[config.mk]
export PLATFORM = sky130hd
export DESIGN_NAME = stepper_move_scheduler_flat
export DESIGN_NICKNAME = d
export VERILOG_FILES = /design/src/rtl/stepper_move_scheduler_if.sv /design/src/rtl/stepper_move_scheduler.sv /design/src/flat_wrapper.sv
export SDC_FILE = /design/constraint.sdc
export NUM_CORES = 1
export LEC_CHECK = 0
export ABC_AREA = 1
export ABC_CLOCK_PERIOD_IN_PS = 10900
export BUFFER_PORTS_ARGS = -buffer_cell sky130_fd_sc_hd__clkbuf_2
export CAP_MARGIN = 15
export CELL_PAD_IN_SITES_DETAIL_PLACEMENT = 1
export CELL_PAD_IN_SITES_GLOBAL_PLACEMENT = 1
export CORE_ASPECT_RATIO = 0.8
export CORE_MARGIN = 3
export CORE_UTILIZATION = 48
export DETAILED_ROUTE_END_ITERATION = 7
export PLACE_DENSITY_LB_ADDON = 0.08
export SLEW_MARGIN = 40
export SYNTH_ARGS = -nofsm -noshare
export SYNTH_HDL_FRONTEND = slang
export SYNTH_SLANG_ARGS = --single-unit
[constraint.sdc]
create_clock -name clk_100mhz -period 10.9 [get_ports clk_100mhz]
set_input_delay 1.09 -clock clk_100mhz [delete_from_list [all_inputs] [get_ports clk_100mhz]]
set_output_delay 1.09 -clock clk_100mhz [all_outputs]
set_load 0.02 [all_outputs]
[src/rtl/stepper_move_scheduler_if.sv]
// Command/pin bundle for the two-axis stepper move scheduler.
// The master side is the command source; the slave side is the scheduler.
interface stepper_move_scheduler_if #(
  parameter int CNT_W = 16,
  parameter int POS_W = 32
);
  logic                    step_tick;
  logic                    cmd_valid;
  logic                    cmd_ready;
  logic signed [CNT_W-1:0] cmd_dx;
  logic signed [CNT_W-1:0] cmd_dy;
  logic                    abort;
  logic                    step_x, step_y;
  logic                    dir_x, dir_y;
  logic                    busy, done, aborted;
  logic signed [POS_W-1:0] pos_x, pos_y;

  modport master (
    output step_tick, cmd_valid, cmd_dx, cmd_dy, abort,
    input  cmd_ready, step_x, step_y, dir_x, dir_y, busy, done, aborted, pos_x, pos_y
  );

  modport slave (
    input  step_tick, cmd_valid, cmd_dx, cmd_dy, abort,
    output cmd_ready, step_x, step_y, dir_x, dir_y, busy, done, aborted, pos_x, pos_y
  );
endinterface

[src/rtl/stepper_move_scheduler.sv]
// Two-axis linear-move sequencer: Bresenham interleave of X/Y step pulses,
// one major-axis step per step_tick, with direction setup and position tracking.
module stepper_move_scheduler #(
  parameter int CNT_W        = 16,
  parameter int POS_W        = 32,
  parameter int PULSE_CYCLES = 200,
  parameter int DIR_SETUP    = 100
) (
  input  logic                      clk_100mhz,
  input  logic                      rst,
  stepper_move_scheduler_if.slave   bus
);
  localparam int CMAX = (PULSE_CYCLES > DIR_SETUP) ? PULSE_CYCLES : DIR_SETUP;
  localparam int CW   = $clog2(CMAX + 1);

  typedef enum logic [2:0] {IDLE, SETUP, WAIT_TICK, PULSE, DONE} state_t;

  state_t           state_q;
  logic [CNT_W-1:0] ax_q, ay_q, n_q, rem_q;
  logic [CNT_W:0]   acc_x_q, acc_y_q;
  logic [CW-1:0]    cnt_q;
  logic             dir_x_q, dir_y_q, step_x_q, step_y_q;
  logic             aborted_q, abort_pend_q;
  logic [POS_W-1:0] pos_x_q, pos_y_q;

  logic [CNT_W-1:0] ax_d, ay_d, n_d;
  logic [CNT_W:0]   sum_x, sum_y;
  logic             hit_x, hit_y;

  // Magnitudes are CNT_W-bit unsigned, so the most negative delta maps cleanly.
  always_comb begin
    ax_d  = bus.cmd_dx[CNT_W-1] ? (~bus.cmd_dx + 1'b1) : bus.cmd_dx;
    ay_d  = bus.cmd_dy[CNT_W-1] ? (~bus.cmd_dy + 1'b1) : bus.cmd_dy;
    n_d   = (ax_d >= ay_d) ? ax_d : ay_d;
    sum_x = acc_x_q + {1'b0, ax_q};
    sum_y = acc_y_q + {1'b0, ay_q};
    hit_x = (sum_x >= {1'b0, n_q});
    hit_y = (sum_y >= {1'b0, n_q});
  end

  always_ff @(posedge clk_100mhz) begin
    if (rst) begin
      state_q      <= IDLE;
      ax_q         <= '0;
      ay_q         <= '0;
      n_q          <= '0;
      rem_q        <= '0;
      acc_x_q      <= '0;
      acc_y_q      <= '0;
      cnt_q        <= '0;
      dir_x_q      <= 1'b0;
      dir_y_q      <= 1'b0;
      step_x_q     <= 1'b0;
      step_y_q     <= 1'b0;
      aborted_q    <= 1'b0;
      abort_pend_q <= 1'b0;
      pos_x_q      <= '0;
      pos_y_q      <= '0;
    end else begin
      case (state_q)
        IDLE: if (bus.cmd_valid) begin
          ax_q         <= ax_d;
          ay_q         <= ay_d;
          n_q          <= n_d;
          rem_q        <= n_d;
          acc_x_q      <= {1'b0, n_d >> 1};
          acc_y_q      <= {1'b0, n_d >> 1};
          dir_x_q      <= ~bus.cmd_dx[CNT_W-1];
          dir_y_q      <= ~bus.cmd_dy[CNT_W-1];
          aborted_q    <= 1'b0;
          abort_pend_q <= 1'b0;
          cnt_q        <= CW'(DIR_SETUP);
          state_q      <= (n_d == '0) ? DONE : SETUP;
        end
        SETUP: begin
          if (bus.abort) begin
            aborted_q <= 1'b1;
            state_q   <= DONE;
          end else if (cnt_q <= CW'(1)) begin
            state_q <= WAIT_TICK;
          end else begin
            cnt_q <= cnt_q - 1'b1;
          end
        end
        WAIT_TICK: begin
          if (bus.abort) begin
            aborted_q <= 1'b1;
            state_q   <= DONE;
          end else if (bus.step_tick) begin
            step_x_q <= hit_x;
            step_y_q <= hit_y;
            acc_x_q  <= hit_x ? (sum_x - {1'b0, n_q}) : sum_x;
            acc_y_q  <= hit_y ? (sum_y - {1'b0, n_q}) : sum_y;
            // +1 when dir is set, all-ones (-1) otherwise
            if (hit_x) pos_x_q <= pos_x_q + {{(POS_W-1){~dir_x_q}}, 1'b1};
            if (hit_y) pos_y_q <= pos_y_q + {{(POS_W-1){~dir_y_q}}, 1'b1};
            rem_q    <= rem_q - 1'b1;
            cnt_q    <= CW'(PULSE_CYCLES);
            state_q  <= PULSE;
          end
        end
        PULSE: begin
          // An abort here is remembered so the pulse always runs full width.
          if (bus.abort) abort_pend_q <= 1'b1;
          if (cnt_q <= CW'(1)) begin
            step_x_q <= 1'b0;
            step_y_q <= 1'b0;
            if (abort_pend_q || bus.abort) begin
              aborted_q <= 1'b1;
              state_q   <= DONE;
            end else if (rem_q == '0) begin
              state_q <= DONE;
            end else begin
              state_q <= WAIT_TICK;
            end
          end else begin
            cnt_q <= cnt_q - 1'b1;
          end
        end
        DONE:    state_q <= IDLE;
        default: state_q <= IDLE;
      endcase
    end
  end

  assign bus.cmd_ready = (state_q == IDLE);
  assign bus.busy      = (state_q != IDLE);
  assign bus.done      = (state_q == DONE);
  assign bus.aborted   = aborted_q;
  assign bus.step_x    = step_x_q;
  assign bus.step_y    = step_y_q;
  assign bus.dir_x     = dir_x_q;
  assign bus.dir_y     = dir_y_q;
  assign bus.pos_x     = pos_x_q;
  assign bus.pos_y     = pos_y_q;
endmodule
[src/flat_wrapper.sv]
// flat-port wrapper written by rule: the top's interface ports become plain ports
module stepper_move_scheduler_flat 
#(
  parameter int CNT_W        = 16,
  parameter int POS_W        = 32,
  parameter int PULSE_CYCLES = 200,
  parameter int DIR_SETUP    = 100
)
  (clk_100mhz, rst, bus_step_tick, bus_cmd_valid, bus_cmd_dx, bus_cmd_dy, bus_abort, bus_cmd_ready, bus_step_x, bus_step_y, bus_dir_x, bus_dir_y, bus_busy, bus_done, bus_aborted, bus_pos_x, bus_pos_y);
  stepper_move_scheduler_if #(.CNT_W(CNT_W), .POS_W(POS_W)) bus_i ();
  input  logic clk_100mhz;
  input  logic rst;
  input wire logic [$bits(bus_i.step_tick)-1:0] bus_step_tick;
  input wire logic [$bits(bus_i.cmd_valid)-1:0] bus_cmd_valid;
  input wire logic [$bits(bus_i.cmd_dx)-1:0] bus_cmd_dx;
  input wire logic [$bits(bus_i.cmd_dy)-1:0] bus_cmd_dy;
  input wire logic [$bits(bus_i.abort)-1:0] bus_abort;
  output wire logic [$bits(bus_i.cmd_ready)-1:0] bus_cmd_ready;
  output wire logic [$bits(bus_i.step_x)-1:0] bus_step_x;
  output wire logic [$bits(bus_i.step_y)-1:0] bus_step_y;
  output wire logic [$bits(bus_i.dir_x)-1:0] bus_dir_x;
  output wire logic [$bits(bus_i.dir_y)-1:0] bus_dir_y;
  output wire logic [$bits(bus_i.busy)-1:0] bus_busy;
  output wire logic [$bits(bus_i.done)-1:0] bus_done;
  output wire logic [$bits(bus_i.aborted)-1:0] bus_aborted;
  output wire logic [$bits(bus_i.pos_x)-1:0] bus_pos_x;
  output wire logic [$bits(bus_i.pos_y)-1:0] bus_pos_y;
  assign bus_i.step_tick = bus_step_tick;
  assign bus_i.cmd_valid = bus_cmd_valid;
  assign bus_i.cmd_dx = bus_cmd_dx;
  assign bus_i.cmd_dy = bus_cmd_dy;
  assign bus_i.abort = bus_abort;
  assign bus_cmd_ready = bus_i.cmd_ready;
  assign bus_step_x = bus_i.step_x;
  assign bus_step_y = bus_i.step_y;
  assign bus_dir_x = bus_i.dir_x;
  assign bus_dir_y = bus_i.dir_y;
  assign bus_busy = bus_i.busy;
  assign bus_done = bus_i.done;
  assign bus_aborted = bus_i.aborted;
  assign bus_pos_x = bus_i.pos_x;
  assign bus_pos_y = bus_i.pos_y;
  stepper_move_scheduler #(.CNT_W(CNT_W), .POS_W(POS_W), .PULSE_CYCLES(PULSE_CYCLES), .DIR_SETUP(DIR_SETUP)) u_core (.clk_100mhz(clk_100mhz), .rst(rst), .bus(bus_i));
endmodule
==> impl_metrics.yaml <==
floorplan:
  initial_core_util_pct: 49.5
  io_pins: 109
  die_x_um: 205
  die_h_um: 165
  core_mm2: 0.0308
  fp-row-count: 57
  die_area_mm2: 0.0339
cts:
  path_clk_slew_ns: 0.08
  cts.sinks: 179
  cts_tree: "yes"
  cts_buffers: 17
  ctsResizeCount: 0
  post_cts_buffers: 0
  ctsHtreeMaxLevel: 4
  cts-hold-fix-buffers: 0
  clock_latency_ns: 0.45
  cts_root_buffer: "clkbuf_16"
  cts_buffer_depth: 2
drt:
  routedWlPerCell_um: 19.5
  postRouteAntennaNets: 0
  drt-total-wl_mm: 55.2
  num_vias: 16380
  via_per_inst: 5.78
  drt-initial-drc-count: 1293
  route.detailed.drc: 0
  dr.pass1.iters: 6
timing:
  fin_setup_tns_ns: 0
  fin_crit_sh_pct: 51.2
  finalCriticalPeriod_ns: 5.58
  rsz0062_at_grt: "no"
  setup_viol: 0
  worst_slew_pin_slew_ns: 0.761
  whs_ns: 0.493
  finalHoldViolCount: 0
  maxSlewHeadroom_pct: 48.6
  max_freq_mhz: 179
  fin_skew_ns: 0.0111
  drv_slew: 0
  setup_slack_ns: 5.32
worst_setup_path:
  cp.arrival_ns: 5.89
  reg2reg_depth: 26
  end_kind: "flip-flop"
  crit_top_cell: "nand2_1"
  worstPathRequired_ns: 11.20
  worstPathMaxFanout: 57
  crit_start: "u_core.ax_q[0]"
  cp_slowest_stage_delay_ns: 0.55
  timing.rr.start: "u_core.ax_q[0]"
  slowest_stage: "clkinv_2"
  startpoint_type: "flip-flop"
  worst-setup-path-type: "reg -> reg"
finish:
  diodes: 0
  nNetsFinal: 2594
  drive_above_1_share_pct: 7.73
  final_util_pct: 54.2
  area_delta_synth_final_pct: 9.57
  fillerInstances: 4243
hold_path:
  hold_path_class: "reg -> reg"
  min_path_cells: 2
  min_from: "u_core.acc_x_q[15]"
synth:
  synth_area_mm2: 0.0152
  synth.distinct_cells: 50
  synth-seq-cells: 179
  ys_warn_count: 0
  avgSynthCellArea_um2: 6.52
  syn_nets: 2525
  syn_inst: 2337
  ys_seq_area_share_pct: 23.5
grt:
  grt_pass1_vias: 15923
  track_usage_pct: 32.0
  antenna_found_initial: 0
  grt_pass1_wl_mm: 86.2
  grt_max_degree: 98
  grt_overflow: 0
placement:
  place_ws_ns: 5.64
  io_buffer_count: 108
  gp_congestion: 0.960
  dp_hpwl_mm: 43.3
flow_run:
  maxCapViolCount: 0
run_status:
  status: "completed"
==> per-layer routing <==
metal,share of wire [%],track usage [%]
met5,0,0
met4,1.4,6.43
met3,7.6,6.58
met2,42,48.4
met1,49,47.0
==> area by class of cell <==
| type | count | area, µm² | share of cell area, % |
|---|---|---|---|
| timing repair buffer | 115 | 599 | 3.59 |
| sequential | 179 | 3580 | 21.5 |
| inverter | 315 | 1190 | 7.11 |
| clock inverter | 13 | 174 | 1.04 |
| tap | 413 | 517 | 3.10 |
| clock buffer | 19 | 443 | 2.65 |
| multi-input combinational | 1778 | 10200 | 61.0 |
==> critical path: cells and delay by family, from the launching register on <==
kind            cells  cell delay [ns]
compound gates      6             1.34
fa+ha+maj           3             0.98
buf+inv             3             0.66
flops               1             0.36
simple gates       14             2.03
==> cells by family (layout without fill, tap and decap cells) <==
logic type               count (synthesis)  after routing  synth area share (%)
AND/OR/NAND/NOR                        883            883                  24.5
AO/OA/AOI/OAI                          624            624                  22.7
buffers and inverters                  380            462                  9.70
flip-flops                             179            179                  23.5
adder cells (fa/ha/maj)                151            151                  12.7
XOR/XNOR                               120            120                  6.90
==> synth_stat cells, drive strengths merged <==
master   count  area share [%]
a21boi       4            0.20
a21oi      269             8.9
inv        315             7.8
o21bai      17            0.86
o221ai      13            0.75
nand3      107             3.7
xor2        69             4.0
a21o        11            0.54
clkbuf      40            0.99
and3         1           0.041
o21a        15            0.74
xnor2       51             2.9
nand4       32             1.3
buf         25            0.95
nand2      487              12
ha         145              12
a221oi       7            0.40
or3          1           0.041
and2         2           0.082
o311ai       1           0.057
o211ai      23             1.1
a211oi       8            0.43
o31ai        5            0.25
nand3b       9            0.44
nor2       192             4.8
o21ai      235             7.7
nor3        33             1.1
or2         13            0.53
fa           6            0.79
a41oi        2            0.11
o2111ai      2            0.11
nor4         3            0.12
o221a        1           0.074
nor3b        3            0.15
dfxtp      179              24
a31oi       11            0.45
==> path summary, 6_finish.rpt <==
| kind | endpoint | slack (ns) |
|---|---|---|
| worst min register to register | u_core.acc_x_q[15] | 0.49 |
| worst max register to register | u_core.bus.pos_x[10] | 5.32 |
| worst min-delay path | u_core.acc_x_q[15] | 0.49 |
| worst max-delay path | u_core.bus.pos_x[10] | 5.32 |
==> per-stage QoR <==
stage | cell area (µm²) | instances
floorplan | 15200 | 2337
global placement | 16100 | 2800
detailed placement | 16100 | 2800
CTS | 16700 | 2832
global route | 16700 | 2832
finish | 16700 | 2832
==> state kept, by name, summed over array words and instances (netlist names), 3 cells and up <==
name              cells
u_core.acc_x_q       17
u_core.acc_y_q       17
u_core.ax_q          16
u_core.ay_q          16
u_core.bus.pos_x     32
u_core.bus.pos_y     32
u_core.cnt_q          8
u_core.n_q           16
u_core.rem_q         16
u_core.state_q        3
==> cell usage in the layout (no fill, tap or decap), types with 3 or more instances in the layout <==
cell	Yosys	final
xnor2_1	51	51
a221oi_1	7	7
o31ai_1	5	5
o21bai_1	16	16
clkinv_2	0	3
nand3_1	104	104
or2_2	13	13
nor3_1	33	32
ha_1	145	145
o21ai_0	211	211
o221ai_1	13	13
nor4_1	3	3
inv_2	6	5
xor2_1	69	69
nor3b_1	3	3
inv_1	309	307
a21oi_1	268	268
buf_4	2	6
a211oi_1	7	7
clkbuf_2	0	107
o21ai_1	24	24
clkbuf_16	0	17
nand2_1	480	480
nand3b_1	9	9
fa_1	6	6
bufinv_16	0	3
nand2_2	6	6
nor2_1	189	188
nand4_1	32	32
a21o_1	11	11
o21a_1	15	15
inv_6	0	4
o211ai_1	23	23
a31oi_1	11	11
a21boi_0	4	4
dfxtp_1	179	179
Power is left out: the tool's default activity adds up to more than one toggle a clock period on the data nets, which glitch-free logic cannot reach.
